File: config.mk
export PLATFORM = sky130hd
export DESIGN_NAME = pipe_scheduler_flat
export DESIGN_NICKNAME = d
export VERILOG_FILES = /design/src/rtl/pipe_scheduler_if.sv /design/src/rtl/pipe_scheduler.sv /design/src/flat_wrapper.sv
export SDC_FILE = /design/constraint.sdc
export NUM_CORES = 1
export LEC_CHECK = 0
export ABC_AREA = 1
export BUFFER_PORTS_ARGS = -buffer_cell sky130_fd_sc_hd__buf_2
export CORE_ASPECT_RATIO = 0.6
export CORE_MARGIN = 3
export CORE_UTILIZATION = 40
export DETAILED_ROUTE_END_ITERATION = 6
export PLACE_DENSITY_LB_ADDON = 0.12
export SLEW_MARGIN = 20
export SYNTH_ARGS = -nofsm -noshare
export SYNTH_HDL_FRONTEND = slang
export SYNTH_SLANG_ARGS = --single-unit
File: constraint.sdc
create_clock -name Clk -period 2.8 [get_ports Clk]
set_input_delay 0.14 -clock Clk [delete_from_list [all_inputs] [get_ports Clk]]
set_output_delay 0.14 -clock Clk [all_outputs]
set_load 0.05 [all_outputs]
File: src/rtl/pipe_scheduler_if.sv
// Handshake and position bus between the pipe scheduler and its game-side neighbours
// (controller, collision checker, renderer, score display).
interface pipe_scheduler_if;
  localparam int unsigned W = 10;

  logic         Tick;
  logic         Start;
  logic         Lose;
  logic         Ack;
  logic [W-1:0] Bird_X_L;

  logic [W-1:0] X_Edge_Left;
  logic [W-1:0] X_Edge_Right;
  logic [W-1:0] Y_Edge_Top;
  logic [W-1:0] Y_Edge_Bottom;
  logic [W-1:0] Pipe0_X;
  logic [W-1:0] Pipe1_X;
  logic [W-1:0] Pipe0_Gap;
  logic [W-1:0] Pipe1_Gap;
  logic [W-1:0] Score;
  logic [W-1:0] High_Score;
  logic         Q_Idle;
  logic         Q_Run;
  logic         Q_Halt;

  modport master (
    output Tick, Start, Lose, Ack, Bird_X_L,
    input  X_Edge_Left, X_Edge_Right, Y_Edge_Top, Y_Edge_Bottom,
    input  Pipe0_X, Pipe1_X, Pipe0_Gap, Pipe1_Gap,
    input  Score, High_Score, Q_Idle, Q_Run, Q_Halt
  );

  modport slave (
    input  Tick, Start, Lose, Ack, Bird_X_L,
    output X_Edge_Left, X_Edge_Right, Y_Edge_Top, Y_Edge_Bottom,
    output Pipe0_X, Pipe1_X, Pipe0_Gap, Pipe1_Gap,
    output Score, High_Score, Q_Idle, Q_Run, Q_Halt
  );
endinterface

File: src/rtl/pipe_scheduler.sv
// Two scrolling pipe obstacles: movement, LFSR-driven respawn gaps, pass detection,
// score/high-score bookkeeping, and the current pipe's edges for collision checking.
module pipe_scheduler #(
  parameter int unsigned X_START   = 640,
  parameter int unsigned SPACING   = 320,
  parameter int unsigned PIPE_W    = 60,
  parameter int unsigned GAP_H     = 120,
  parameter int unsigned GAP_MIN   = 60,
  parameter int unsigned SPEED     = 2,
  parameter int unsigned SCORE_MAX = 999,
  parameter logic [7:0]  LFSR_SEED = 8'hA5
) (
  input  logic           Clk,
  input  logic           reset,
  pipe_scheduler_if.slave bus
);
  localparam int unsigned W = 10;

  localparam logic [W-1:0] X0_RST  = W'(X_START);
  localparam logic [W-1:0] X1_RST  = W'(X_START + SPACING);
  localparam logic [W-1:0] GAP_RST = W'(GAP_MIN + 100);
  localparam logic [W-1:0] PW      = W'(PIPE_W);
  localparam logic [W-1:0] GH      = W'(GAP_H);
  localparam logic [W-1:0] GMIN    = W'(GAP_MIN);
  localparam logic [W-1:0] SPD     = W'(SPEED);
  localparam logic [W-1:0] SMAX    = W'(SCORE_MAX);

  typedef enum logic [2:0] {
    S_IDLE = 3'b001,
    S_RUN  = 3'b010,
    S_HALT = 3'b100
  } state_t;

  state_t       state;
  logic [W-1:0] x0, x1;
  logic [W-1:0] gap0, gap1;
  logic [W-1:0] score, high_score;
  logic         cur;
  logic [7:0]   lfsr;

  logic [W-1:0] x0_nxt_c, x1_nxt_c;
  logic [W-1:0] gap0_nxt_c, gap1_nxt_c;
  logic [W-1:0] gap_spawn_c;
  logic [W-1:0] xcur_nxt_c;
  logic         pass_c;

  // Free-running gap source, never held by the FSM
  always_ff @(posedge Clk or posedge reset) begin
    if (reset) begin
      lfsr <= LFSR_SEED;
    end else begin
      lfsr <= {lfsr[6:0], lfsr[7] ^ lfsr[5] ^ lfsr[4] ^ lfsr[3]};
    end
  end

  // Post-move positions; a pipe that would step past zero respawns instead
  always_comb begin
    gap_spawn_c = GMIN + {2'b00, lfsr};

    x0_nxt_c   = x0;
    gap0_nxt_c = gap0;
    if (x0 < SPD) begin
      x0_nxt_c   = X0_RST;
      gap0_nxt_c = gap_spawn_c;
    end else begin
      x0_nxt_c   = x0 - SPD;
    end

    x1_nxt_c   = x1;
    gap1_nxt_c = gap1;
    if (x1 < SPD) begin
      x1_nxt_c   = X0_RST;
      gap1_nxt_c = gap_spawn_c;
    end else begin
      x1_nxt_c   = x1 - SPD;
    end

    xcur_nxt_c = cur ? x1_nxt_c : x0_nxt_c;
    pass_c     = (xcur_nxt_c + PW) < bus.Bird_X_L;
  end

  always_ff @(posedge Clk or posedge reset) begin
    if (reset) begin
      state      <= S_IDLE;
      x0         <= X0_RST;
      x1         <= X1_RST;
      gap0       <= GAP_RST;
      gap1       <= GAP_RST;
      cur        <= 1'b0;
      score      <= '0;
      high_score <= '0;
    end else begin
      case (state)
        S_IDLE: begin
          if (bus.Start) begin
            state <= S_RUN;
            score <= '0;
          end
        end

        S_RUN: begin
          // Lose wins over a coincident Tick: the frame is dropped
          if (bus.Lose) begin
            state <= S_HALT;
            if (score > high_score) begin
              high_score <= score;
            end
          end else if (bus.Tick) begin
            x0   <= x0_nxt_c;
            x1   <= x1_nxt_c;
            gap0 <= gap0_nxt_c;
            gap1 <= gap1_nxt_c;
            if (pass_c) begin
              cur   <= ~cur;
              score <= (score >= SMAX) ? SMAX : score + W'(1);
            end
          end
        end

        S_HALT: begin
          if (bus.Ack) begin
            state <= S_IDLE;
            x0    <= X0_RST;
            x1    <= X1_RST;
            gap0  <= GAP_RST;
            gap1  <= GAP_RST;
            cur   <= 1'b0;
          end
        end

        default: begin
          state <= S_IDLE;
          x0    <= X0_RST;
          x1    <= X1_RST;
          gap0  <= GAP_RST;
          gap1  <= GAP_RST;
          cur   <= 1'b0;
        end
      endcase
    end
  end

  // Edge outputs select the current pipe's registers directly
  assign bus.X_Edge_Left   = cur ? x1 : x0;
  assign bus.X_Edge_Right  = (cur ? x1 : x0) + PW;
  assign bus.Y_Edge_Top    = cur ? gap1 : gap0;
  assign bus.Y_Edge_Bottom = (cur ? gap1 : gap0) + GH;

  assign bus.Pipe0_X    = x0;
  assign bus.Pipe1_X    = x1;
  assign bus.Pipe0_Gap  = gap0;
  assign bus.Pipe1_Gap  = gap1;
  assign bus.Score      = score;
  assign bus.High_Score = high_score;

  assign bus.Q_Idle = state[0];
  assign bus.Q_Run  = state[1];
  assign bus.Q_Halt = state[2];
endmodule

File: src/flat_wrapper.sv
// flat-port wrapper written by rule: the top's interface ports become plain ports
module pipe_scheduler_flat 
#(
  parameter int unsigned X_START   = 640,
  parameter int unsigned SPACING   = 320,
  parameter int unsigned PIPE_W    = 60,
  parameter int unsigned GAP_H     = 120,
  parameter int unsigned GAP_MIN   = 60,
  parameter int unsigned SPEED     = 2,
  parameter int unsigned SCORE_MAX = 999,
  parameter logic [7:0]  LFSR_SEED = 8'hA5
)
  (Clk, reset, bus_Tick, bus_Start, bus_Lose, bus_Ack, bus_Bird_X_L, bus_X_Edge_Left, bus_X_Edge_Right, bus_Y_Edge_Top, bus_Y_Edge_Bottom, bus_Pipe0_X, bus_Pipe1_X, bus_Pipe0_Gap, bus_Pipe1_Gap, bus_Score, bus_High_Score, bus_Q_Idle, bus_Q_Run, bus_Q_Halt);
  pipe_scheduler_if bus_i ();
  input  logic Clk;
  input  logic reset;
  input wire logic [$bits(bus_i.Tick)-1:0] bus_Tick;
  input wire logic [$bits(bus_i.Start)-1:0] bus_Start;
  input wire logic [$bits(bus_i.Lose)-1:0] bus_Lose;
  input wire logic [$bits(bus_i.Ack)-1:0] bus_Ack;
  input wire logic [$bits(bus_i.Bird_X_L)-1:0] bus_Bird_X_L;
  output wire logic [$bits(bus_i.X_Edge_Left)-1:0] bus_X_Edge_Left;
  output wire logic [$bits(bus_i.X_Edge_Right)-1:0] bus_X_Edge_Right;
  output wire logic [$bits(bus_i.Y_Edge_Top)-1:0] bus_Y_Edge_Top;
  output wire logic [$bits(bus_i.Y_Edge_Bottom)-1:0] bus_Y_Edge_Bottom;
  output wire logic [$bits(bus_i.Pipe0_X)-1:0] bus_Pipe0_X;
  output wire logic [$bits(bus_i.Pipe1_X)-1:0] bus_Pipe1_X;
  output wire logic [$bits(bus_i.Pipe0_Gap)-1:0] bus_Pipe0_Gap;
  output wire logic [$bits(bus_i.Pipe1_Gap)-1:0] bus_Pipe1_Gap;
  output wire logic [$bits(bus_i.Score)-1:0] bus_Score;
  output wire logic [$bits(bus_i.High_Score)-1:0] bus_High_Score;
  output wire logic [$bits(bus_i.Q_Idle)-1:0] bus_Q_Idle;
  output wire logic [$bits(bus_i.Q_Run)-1:0] bus_Q_Run;
  output wire logic [$bits(bus_i.Q_Halt)-1:0] bus_Q_Halt;
  assign bus_i.Tick = bus_Tick;
  assign bus_i.Start = bus_Start;
  assign bus_i.Lose = bus_Lose;
  assign bus_i.Ack = bus_Ack;
  assign bus_i.Bird_X_L = bus_Bird_X_L;
  assign bus_X_Edge_Left = bus_i.X_Edge_Left;
  assign bus_X_Edge_Right = bus_i.X_Edge_Right;
  assign bus_Y_Edge_Top = bus_i.Y_Edge_Top;
  assign bus_Y_Edge_Bottom = bus_i.Y_Edge_Bottom;
  assign bus_Pipe0_X = bus_i.Pipe0_X;
  assign bus_Pipe1_X = bus_i.Pipe1_X;
  assign bus_Pipe0_Gap = bus_i.Pipe0_Gap;
  assign bus_Pipe1_Gap = bus_i.Pipe1_Gap;
  assign bus_Score = bus_i.Score;
  assign bus_High_Score = bus_i.High_Score;
  assign bus_Q_Idle = bus_i.Q_Idle;
  assign bus_Q_Run = bus_i.Q_Run;
  assign bus_Q_Halt = bus_i.Q_Halt;
  pipe_scheduler #(.X_START(X_START), .SPACING(SPACING), .PIPE_W(PIPE_W), .GAP_H(GAP_H), .GAP_MIN(GAP_MIN), .SPEED(SPEED), .SCORE_MAX(SCORE_MAX), .LFSR_SEED(LFSR_SEED)) u_core (.Clk(Clk), .reset(reset), .bus(bus_i));
endmodule
; Yosys cells after proc, flatten, opt, wreduce, memory -nomap -nowiden
; Cells that the tools add are included.
[totals]
ram_bits = 0
output_inout_bits = 103
romBits = 0
regBits = 72
n_memories = 0
latchBits = 0
in_bits = 16
word_cells = 82
[classes]
n_bitwise = 5
n_eq_ne = 11
mux = 37
n_shift = 0
order_cmp = 5
n_addsub = 7
n_div = 0
reduce_logical = 8
n_mul = 0
[op_table]
columns = operator, n
row1 = 10-bit two-way mux, 23
row2 = 10-bit case mux with 3 select lines, 4
row3 = "10-bit by 6-bit adder with 10-bit output, second input constant", 2
row4 = "10-bit by 2-bit less-than comparator with 1-bit output, second input constant", 2
row5 = 10-bit case mux with 2 select lines, 1
row6 = 5-bit AND reduction, 4
row7 = "10-bit by 2-bit subtractor with 10-bit output, second input constant", 2
row8 = "10-bit by 1-bit adder with 10-bit output, second input constant", 1
row9 = "10-bit by 7-bit adder with 10-bit output, second input constant", 1
row10 = "10-bit greater-or-equal comparator, second input constant", 1
row11 = 10-bit > comparator, 1
row12 = 10-bit less-than comparator, 1
row13 = "2-bit inequality test, second input constant", 5
row14 = "6-bit by 8-bit adder with 9-bit output, first input constant", 1
row15 = 3-bit two-way mux, 3
row16 = 3-bit case mux with 3 select lines, 1
row17 = "2-bit by 1-bit inequality test with 1-bit output, second input constant", 3
row18 = 3-bit AND reduction, 2
row19 = 1-bit two-way mux, 4
row20 = 4-bit AND reduction, 1
row21 = "3-bit by 1-bit == test with 1-bit output, second input constant", 1
row22 = "3-bit by 2-bit == test with 1-bit output, second input constant", 1
row23 = "3-bit == test, second input constant", 1
row24 = 1-bit case mux with 3 select lines, 1
row25 = other kinds (3), 6

; Depth between registers and ports, before layout
[depth]
word_depth = 9
mapped_depth = 25

; Worst setup path after synthesis
; OpenSTA, ideal clock, no wires.
[synth_path]
kind = register to output
from = reg u_core.x0[2], in the netlist u_core.bus.Pipe0_X[2]
to = out bus_X_Edge_Right[7]
setup_slack_ns = -1.197
required_ns = 2.660
arrival_ns = 3.857
path_stages_with_launch = 7
n_path_buf = 0
path_cell_list = dfrtp_1 -> o21ai_0 -> inv_1 -> nor3_1 -> nand2_1 -> nand2_1 -> xor2_1
[synth_between]
elab_chain_cells = 2
[synth_rtl]
columns = element, line_no
row1 = "start, declared", pipe_scheduler.sv:35  ; logic [W-1:0] x0, x1;
row2 = "start signal, assigned", pipe_scheduler.sv:109  ; x0 <= x0_nxt_c;
row3 = 10-bit two-way mux, n/a
row4 = via bus_X_Edge_Left[2], flat_wrapper.sv:22  ; output wire logic [$bits(bus_i.X_Edge_Left)-1:0] bus_X_Edge_Left;
row5 = 10-bit by 6-bit adder with 10-bit output, pipe_scheduler.sv:145  ; assign bus.X_Edge_Right = (cur ? x1 : x0) + PW;
row6 = "end, declared", flat_wrapper.sv:23  ; output wire logic [$bits(bus_i.X_Edge_Right)-1:0] bus_X_Edge_Right;
; The timed path passes the listed nets, and every way through them passes these cells.

; Worst setup path in the final report
[layout_path]
from = reg u_core.x0[7], in the netlist u_core.bus.Pipe0_X[7]
to = reg u_core.score[8], in the netlist u_core.bus.Score[8]
[layout_between]
elab_chain_cells = 7
word_cells_on_any_way = 8
classes_between = add/sub: 2 / order compare: 2 / eq/ne: 1 / mux: 2 / reduce/logical: 1
[layout_rtl]
columns = element, line_no
row1 = 10-bit by 2-bit subtractor with 10-bit output / 10-bit by 2-bit less-than comparator with 1-bit output (equally long branches), "pipe_scheduler.sv:66, pipe_scheduler.sv:62"
row2 = 10-bit two-way mux *, pipe_scheduler.sv:62  ; if (x0 < SPD) begin
row3 = 10-bit two-way mux *, pipe_scheduler.sv:78  ; xcur_nxt_c = cur ? x1_nxt_c : x0_nxt_c;
row4 = 10-bit by 6-bit adder with 10-bit output *, pipe_scheduler.sv:79  ; pass_c = (xcur_nxt_c + PW) < bus.Bird_X_L;
row5 = 10-bit less-than comparator *, pipe_scheduler.sv:79
row6 = 2-bit by 1-bit inequality test with 1-bit output (no line) *, n/a
row7 = 5-bit AND reduction (no line) *, n/a
row8 = "end signal, assigned", pipe_scheduler.sv:115  ; score <= (score >= SMAX) ? SMAX : score + W'(1);
row9 = "end, declared", pipe_scheduler.sv:37  ; logic [W-1:0] score, high_score;
; Mark *: on every way between the ends. The rest lies on a longest branch, timed or not.
; A chain may end at the register's enable or synchronous reset.

==> impl_metrics.toml <==
[status]
status = "finished, violations left"
failed_checks = "setup timing"

[detailed_routing]
drt_iter0_markers = 324
vias_per_cell = 4.95
post-route-drc-count = 0
dr.pass1.iters = 4
routed_wl_um = 15200
vias = 4931
wl_per_cell_um = 15.3
postRouteAntennaNets = 0

[sta]
period_share_pct = 105
slew_headroom_pct = 62.0
drv_slew = 0
tightestPinTransition_ns = 0.569
max_freq_mhz = 340
min_period_ns = 2.95
fin_skew_ns = 0.00597
setup_violations = 11
setup_ws_ns = -0.145
rsz0062_at_grt = "true"
hold_viol = 0

[final_layout]
layout_common_cells = "nand2_1, buf_2, buf_4"
drive_gt1_share_pct = 45.9
area_growth_pct = 47.8
seq_area_sq_mm = 0.00179
fin_area_sq_mm = 0.00692
layout_commonest_cell = "nand2_1"
multi_input_area_sq_mm = 0.00280
num-nets-final = 878
fill_cells = 970
fin_cells = 996
num_antenna_cells = 0

[synth]
synthesis.instances = 628
synth.top_cells.by_area = "dfrtp_1, nand2_1, dfstp_2, inv_1, ha_1"
async_flop_share_pct = 100
yosys.area.top_type_share_pct = 29.4
yosysTopAreaCell = "dfrtp_1"
ys_ff_latch = 70
yosysWarnings = 0
syn_area_per_cell_sq_um = 7.45
yosysSeqAreaShare_pct = 37.8
synth_edf_count = 0
synth_ff_type = "dfrtp_1"
yosysUniqueCellTypes = 40
mappedNetlistArea_sq_mm = 0.00468

[cts]
cts.sinks = 70
cts_buffer_depth = 2
cts_tree = "yes"
clkTransAtPathRegs_ns = 0.06
clockRootBuffer = "clkbuf_16"
cts_max_level = 3
cts_buffers = 9
insertion_delay_ns = 0.34

[global_route]
grt_pass1_wl_um = 24300
grt-ovfl-total = 0
grt_max_degree = 46
grt_pass1_vias = 4625
antenna_found_initial = 0
track_usage_pct = 22.9

[place]
place_inst = 948
dpl_cell_area_sq_mm = 0.00594
place_congestion = 0.906
portBuffers = 115
dp_hpwl_um = 10900

[worst_hold_path]
hold_path_class = "in2reg"

[critical_path]
worstPathMaxFanout = 6
endpoint_kind = "flip-flop"
worstPathCellList = "nor2_2 > nand2_2 > nor2_4 > nand2_4 > buf_6 > nand3_2 > o21ai_4 > inv_2 > nand3_4 > nand3_2 > nand3_2 > nand2_1 > ha_4 > nand2_4 > inv_2 > nand3_2 > nor3_2 > nand2_1 > nand2_2 > nand2_4 > buf_6 > nand3_2 > nand2_1"
crit_arrival_ns = 3.17
slowest_delay_ns = 0.62
path_common_cell = "nand3_2"
cp_slowest_cell = "dfstp_4"
worstSetupPathType = "reg2reg"
cp.required_ns = 3.03
cp-start-kind = "flip-flop"

[floorplanning]
core-area_sq_mm = 0.0110
die_h_um = 89.8
dieWidth_um = 146
rows = 29
pin_count = 119
dieArea_sq_mm = 0.0131
initial_core_util_pct = 42.6

[job]
maxCapViolations = 0
==> layer usage <==
| metal | up-vias | global-route usage, % | part of all wire (%) |
|---|---|---|---|
| met4 | 0 | 5.61 | 1.2 |
| met2 | 205 | 31.4 | 40 |
| li1 | 2420 | - | - |
| met1 | 2286 | 36.1 | 52 |
| met5 | - | 0 | 0 |
| met3 | 20 | 4.82 | 6.8 |
==> area by class of cell <==
type | count | share of cell area (%)
well taps | 155 | 2.80
inverters | 109 | 6.02
clock buffers | 9 | 3.26
multi-input cells | 426 | 40.5
flip-flops and latches | 70 | 25.9
repair buffers | 220 | 20.5
clock inverters | 7 | 1.05
==> cells in the mapped netlist (all sizes together) (2+ instances only) <==
master / count
dfrtp: 55
xnor2: 7
nand3: 46
buf: 20
mux2: 9
ha: 26
nand4: 7
o21ai: 65
dfstp: 15
a211oi: 2
a21oi: 22
clkbuf: 5
inv: 109
xor2: 14
o22ai: 11
nor2: 43
nand2: 154
o211ai: 3
nor3: 7
==> critical path: cells and delay by family (launching register included) <==
| kind | cells | cell delay (ns) |
|---|---|---|
| AOI/OAI and AO/OA | 1 | 0.15 |
| adders and majority gates | 1 | 0.28 |
| DFF | 1 | 0.62 |
| and+or+nand+nor | 17 | 1.36 |
| buffers and inverters | 4 | 0.41 |
==> per-stage QoR <==
stage	util (%)	TNS, ns	hold slack [ns]	worst slack, ns
floorplan	-	-0.316	0.251	-0.0324
global placement	54.0	-2.35	0.230	-0.224
detailed placement	54.0	-4.30	0.229	-0.412
CTS	61.4	-0.775	0.0785	-0.0833
global route	62.9	-3.74	0.111	-0.352
finish	62.9	-1.42	0.0827	-0.145
==> kinds of logic after synthesis <==
| group | count (synthesis) | synth area share (%) |
|---|---|---|
| adders and majority gates | 26 | 6.95 |
| muxes | 9 | 2.25 |
| AOI/OAI and AO/OA | 107 | 12.5 |
| DFF | 70 | 37.8 |
| xor gates and xnor gates | 21 | 3.93 |
| and+or+nand+nor | 260 | 24.3 |
| buffers and inverters | 134 | 12.1 |
| other | 1 | 0.0801 |
==> sequential cells by signal, summed over array words and instances (netlist names) <==
register               cells
u_core.bus.High_Score     10
u_core.bus.Pipe0_Gap       9
u_core.bus.Pipe0_X        10
u_core.bus.Pipe1_Gap       9
u_core.bus.Pipe1_X        10
u_core.bus.Score          10
u_core.cur                 1
u_core.lfsr                8
u_core.state               3
==> what timing repair did <==
item,CTS,global route
hold buffers,1,0
resized for setup,83,32
setup buffers,26,7
endpoints found under the setup margin,11,12
hold endpoints to repair,21,0
pin swaps,46,26
==> final timing paths <==
path / start / endpoint / slack [ns] / cells after the start
max: u_core.bus.Pipe0_X[7]$_DFFE_PP1P_ / u_core.bus.Score[8]$_DFFE_PP0P_ / -0.15 / 23
min: bus_Start / u_core.state[0]$_DFFE_PP1P_ / 0.08 / 4
max reg2reg: u_core.bus.Pipe0_X[7]$_DFFE_PP1P_ / u_core.bus.Score[8]$_DFFE_PP0P_ / -0.15 / 23
min reg2reg: u_core.lfsr[1]$_DFF_PP0_ / u_core.lfsr[2]$_DFF_PP1_ / 0.37 / 0
max in group asynchronous: reset / u_core.bus.Pipe1_X[6]$_DFFE_PP1P_ / 1.59 / 4
min in group asynchronous: reset / u_core.bus.Pipe1_Gap[3]$_DFFE_PP0P_ / 0.40 / 3
Power is not shown: default switching activity piles up to over one toggle a cycle in this logic, so the estimate is an artifact.
